## src/rtl/sync_filter_edge_if.sv

```systemverilog
// sync_filter_edge_if: asynchronous level inputs and filtered level/edge outputs of sync_filter_edge.
interface sync_filter_edge_if #(
  parameter int DATA_WIDTH = 1
);
  logic [DATA_WIDTH-1:0] signal_i;
  logic [DATA_WIDTH-1:0] signal_o;
  logic [DATA_WIDTH-1:0] rise_o;
  logic [DATA_WIDTH-1:0] fall_o;
  modport master (output signal_i, input signal_o, rise_o, fall_o);
  modport slave (input signal_i, output signal_o, rise_o, fall_o);
endinterface

```

## src/rtl/sync_filter_edge.sv

```systemverilog
// sync_filter_edge: per-channel flop-chain synchronizer, stability filter and registered edge pulses.
module sync_filter_edge #(
  parameter int                    DATA_WIDTH    = 1,
  parameter int                    SYNC_STAGES   = 2,
  parameter int                    FILTER_CYCLES = 4,
  parameter logic [DATA_WIDTH-1:0] RESET_VALUE   = '0
) (
  input logic               sys_clk_i,
  input logic               sys_rst_n_i,
  sync_filter_edge_if.slave bus
);
  localparam int CW = FILTER_CYCLES > 1 ? $clog2(FILTER_CYCLES) : 1;
  localparam logic [CW-1:0] CNT_MAX = CW'(FILTER_CYCLES - 1);
  (* ASYNC_REG = "TRUE" *) logic [SYNC_STAGES-1:0][DATA_WIDTH-1:0] sync_q;
  logic [DATA_WIDTH-1:0][CW-1:0] cnt_q, cnt_d;
  logic [DATA_WIDTH-1:0] sig_q, rise_q, fall_q, s, accept;
  assign s = sync_q[SYNC_STAGES-1];
  // a level is accepted once it has differed from the output for FILTER_CYCLES edges in a row
  for (genvar i = 0; i < DATA_WIDTH; i++) begin : g_ch
    assign accept[i] = (s[i] != sig_q[i]) && (cnt_q[i] == CNT_MAX);
    assign cnt_d[i]  = (s[i] == sig_q[i] || accept[i]) ? '0 : cnt_q[i] + 1'b1;
  end
  always_ff @(posedge sys_clk_i or negedge sys_rst_n_i) begin
    if (!sys_rst_n_i) begin
      sync_q <= {SYNC_STAGES{RESET_VALUE}};
      cnt_q  <= '0;
      sig_q  <= RESET_VALUE;
      rise_q <= '0;
      fall_q <= '0;
    end else begin
      sync_q <= {sync_q[SYNC_STAGES-2:0], bus.signal_i};
      cnt_q  <= cnt_d;
      sig_q  <= sig_q ^ accept;
      rise_q <= accept & s;
      fall_q <= accept & ~s;
    end
  end
  assign bus.signal_o = sig_q;
  assign bus.rise_o   = rise_q;
  assign bus.fall_o   = fall_q;
endmodule
```

## src/flat_wrapper.sv

```systemverilog
// flat-port wrapper written by rule: the top's interface ports become plain ports
module sync_filter_edge_flat 
#(
  parameter int                    DATA_WIDTH    = 1,
  parameter int                    SYNC_STAGES   = 2,
  parameter int                    FILTER_CYCLES = 4,
  parameter logic [DATA_WIDTH-1:0] RESET_VALUE   = '0
)
  (sys_clk_i, sys_rst_n_i, bus_signal_i, bus_signal_o, bus_rise_o, bus_fall_o);
  sync_filter_edge_if #(.DATA_WIDTH(DATA_WIDTH)) bus_i ();
  input logic sys_clk_i;
  input logic sys_rst_n_i;
  input wire logic [$bits(bus_i.signal_i)-1:0] bus_signal_i;
  output wire logic [$bits(bus_i.signal_o)-1:0] bus_signal_o;
  output wire logic [$bits(bus_i.rise_o)-1:0] bus_rise_o;
  output wire logic [$bits(bus_i.fall_o)-1:0] bus_fall_o;
  assign bus_i.signal_i = bus_signal_i;
  assign bus_signal_o = bus_i.signal_o;
  assign bus_rise_o = bus_i.rise_o;
  assign bus_fall_o = bus_i.fall_o;
  sync_filter_edge #(.DATA_WIDTH(DATA_WIDTH), .SYNC_STAGES(SYNC_STAGES), .FILTER_CYCLES(FILTER_CYCLES), .RESET_VALUE(RESET_VALUE)) u_core (.sys_clk_i(sys_clk_i), .sys_rst_n_i(sys_rst_n_i), .bus(bus_i));
endmodule
```

## config.mk

```make
export PLATFORM = sky130hd
export DESIGN_NAME = sync_filter_edge_flat
export DESIGN_NICKNAME = d
export VERILOG_FILES = /design/src/rtl/sync_filter_edge_if.sv /design/src/rtl/sync_filter_edge.sv /design/src/flat_wrapper.sv
export SDC_FILE = /design/constraint.sdc
export NUM_CORES = 1
export LEC_CHECK = 0
export BUFFER_PORTS_ARGS = -buffer_cell sky130_fd_sc_hd__buf_2
export CORE_AREA = 10 10 47 49
export DETAILED_ROUTE_END_ITERATION = 6
export DIE_AREA = 0 0 57 59
export SYNTH_ARGS = -nofsm -noshare
export SYNTH_HDL_FRONTEND = slang
export SYNTH_SLANG_ARGS = --single-unit
export TNS_END_PERCENT = 20
```

## constraint.sdc

```tcl
create_clock -name sys_clk_i -period 1.2 [get_ports sys_clk_i]
set_input_delay 0.12 -clock sys_clk_i [delete_from_list [all_inputs] [get_ports sys_clk_i]]
set_output_delay 0.12 -clock sys_clk_i [all_outputs]
set_load 0.02 [all_outputs]
```

# Word level (Yosys, flattened, before mapping)
# Cells that the tools add are included.
dict set report totals {
  reg_bits 7
  input_bits 3
  output_inout_bits 3
  wordCells 17
}
dict set report classes {
  addsub 1
  eq_ne 3
  muxes 1
  bitwise_logic 4
  n_reduce_logical 2
}
# operator count
set ops {}
lappend ops {{$add 2x1->2 const B} 1}
lappend ops {{$and 1x1->1} 2}
lappend ops {{$eq 2x2->1 const B} 1}
lappend ops {{$mux 2} 1}
lappend ops {{$eq 1x1->1} 1}
lappend ops {{$logic_and 1x1->1} 1}
lappend ops {{$logic_or 1x1->1} 1}
lappend ops {{$ne 1x1->1} 1}
lappend ops {{$not 1->1} 1}
lappend ops {{$xor 1x1->1} 1}

# Longest topological paths before layout
dict set report depth {
  depth_word 4
  depth_mapped 3
  depth_no_buf 3
}

# Worst setup path after synthesis
# No wires, ideal clock.
dict set report synth_path {
  path_type {register to register}
  from {reg u_core.cnt_q[0] (netlist bit)}
  to {reg u_core.cnt_q[1] (netlist bit)}
  setup_ns 0.126
  arrival_ns 0.766
  required_ns 1.074
  setup_slack_ns 0.308
  path_stages_with_launch 3
  path_buffers 0
  synth_period_minus_slack_ns 0.892
  path_cell_list {dfrtp_1 > ha_1 > nor3b_2}
}
# item line
set synth_rtl {}
lappend synth_rtl {{start: declaration} sync_filter_edge.sv:15} ;# logic [DATA_WIDTH-1:0][CW-1:0] cnt_q, cnt_d;
lappend synth_rtl {{start signal: assignment} sync_filter_edge.sv:32} ;# cnt_q <= cnt_d;

==> metrics.cfg <==
[floorplan]
core_um2 = 1400
rows = 14
boundaryPins = 6
die_width_um = 57
dieArea_um2 = 3360
die_h_um = 59
initial_core_util_pct = 17.0

[critical_path]
cp-end-kind = primary output
path_cells = buf_2
critPathLaunchType = flip-flop
path_buf_inv = 1
crit_path_top_delay_cell = dfrtp_1
reg2reg_from = u_core.cnt_q[0]$_DFF_PN0_
critPathRequiredTime_ns = 1.08
crit_fanout = 4
reg2regPathDepth = 3
crit_cells = 1
critPathArrivalTime_ns = 0.85
slowest_delay_ns = 0.41
crit_type = reg2out
ff2ff_setup_slack_ns = 0.27
path_delay_family = flip-flops

[timing]
setup_viol_count_final = 0
maxSlewHeadroom_pct = 83.1
setup_slack_ns = 0.226
finalHoldViolCount = 0
clock_skew_ns = 0.00282
fin_setup_tns_ns = 0
rsz0062_at_grt = false
period_minus_slack_ns = 0.974
period_share_pct = 81.2
slew_violations = 0
worst_pin_slew_ns = 0.252
max_freq_ghz = 1.03

[grt]
grt-ovfl-total = 0
first_global_vias = 169
grt_usage_pct = 3.48
grt_pass1_wl_um = 752
antenna_found_initial = 0
grt_max_degree = 8

[clocking]
cts_sinks = 7
clkTransAtPathRegs_ns = 0.05
htreeDepth = 1
cts_tree = done
cts_buffer_depth = 2
cts_inserted_buffers = 3
post_cts_resize_count = 0
clk_latency_ns = 0.25
hold_buffers = 2
post_cts.repair.setup_buffers = 0
root_buffer = clkbuf_4

[cells_and_area]
fin_nets = 32
drive_above_1_share_pct = 33.3
synthToLayoutAreaGrowth_pct = 38.4
fillers = 161
n_antenna_cell = 0

[run]
cap_violations = 0

[drt]
dr.pass1.iters = 1
routed_wl_um = 420
vias_per_cell = 3.70
drtAntennaViolNets = 0
drc_errors = 0
via_count = 159
wl_per_cell_um = 9.77
drtIter0Drc = 0

[synth]
yosysTopAreaCell = dfrtp_1
ys_ff_latch = 7
synth_most_common_cell = dfrtp_1
seq_area_frac_synth_pct = 73.7
synth_edf_count = 0
avgSynthCellArea_um2 = 14.9
syn_nets = 20
synth_top_flop_cell = dfrtp_1
synthCells = 16
yosys-top-cells-area = dfrtp_1 (74%), ha_1 (5.3%), nor3b_2 (5.3%), xnor2_1 (3.7%), nor3b_1 (3.2%)
synthesis.yosys.warnings = 0
netlist_area_um2 = 238
synth_top_cell_area_share_pct = 73.7
async_flop_share_pct = 100
ys_types = 10

[placed_design]
preCtsSetupSlack_ns = 0.277
numPortBuffers = 5
post-dp-hpwl_um = 286
gp_congestion = 0.685

[status]
outcome = finished clean

[hold_path]
min-delay-path-class = in2async

[power_and_ir_drop]
p_leak_uw = 0.000162
vdd_ir_drop_max_mv = 0.745
powerDensity_nw_per_um2 = 2080

-- logic make-up (layout without fill, tap and decap cells) --
logic type	count (synthesis)	after routing	share of synthesized area, %
fa+ha+maj	1	1	5.26
buf+inv	1	12	1.58
flops	7	7	73.7
simple gates	5	5	13.7
compound gates	1	1	2.10
xor+xnor	1	1	3.68
-- cells in the final DEF, fill, tap and decap left out, types with 2 or more instances in the layout --
cell           synthesis  layout
dfrtp_1                7       7
dlygate4sd3_1          0       2
clkbuf_4               0       3
buf_2                  0       5
-- metrics by stage --
step                      cell area (um^2)  hold slack (ns)  total power, uW  util [%]  instances
after global placement                 283          -0.0398              463      20.2         37
after global routing                   329            0.216              751      23.5         43
after CTS                              329            0.221              697      23.5         43
final                                  329            0.224              684      23.5         43
after detailed placement               283          -0.0388              469      20.2         37
after floorplan                        238           -0.176              422         -         16
-- area by class of cell --
cell class              count  area [um^2]  share of cell area, %
clock buffers               4         26.3                   7.98
multi-input cells           8         58.8                   17.9
repair buffers              7         45.0                   13.7
flip-flops and latches      7          175                   53.2
well taps                  16         20.0                   6.08
inverters                   1         3.75                   1.14
-- where the power goes --
| part | switching, uW | total [uW] | internal (uW) | leakage (uW) |
|---|---|---|---|---|
| logic | 81.1 | 150 | 68.5 | 0.0000578 |
| registers | 33.6 | 319 | 286 | 0.0000895 |
| clock network | 87.7 | 215 | 127 | 0.0000150 |
| total | 202 | 684 | 481 | 0.000162 |
-- metal layers --
metal	vias up	track usage, %	share of wire (%)
met5	-	0	0
met4	0	4.03	6.4
met3	5	4.94	17
met2	9	2.95	28
met1	72	3.13	47
li1	73	-	-
-- worst max-delay path by stage --
stage | from | end | slack [ns]
2_1_floorplan | u_core.cnt_q[0]$_DFF_PN0_ | u_core.cnt_q[1]$_DFF_PN0_ | 0.31
3_3_place_gp | u_core.cnt_q[0]$_DFF_PN0_ | u_core.cnt_q[0]$_DFF_PN0_ | 0.29
3_5_place_dp | u_core.cnt_q[0]$_DFF_PN0_ | flip-flop | 0.28
4_1_cts | flip-flop | bus_signal_o | 0.22
5_1_grt | flip-flop | bus_signal_o | 0.17
6_report | flip-flop | bus_signal_o | 0.23
-- worst reg2reg max path, cell delays in order, from the launching register on --
cell and delay [ns]:
dfrtp_1 0.38, ha_1 0.26, nand2_1 0.10, o21ai_0 0.08
Note: power is estimated with default switching activity, not from simulation.
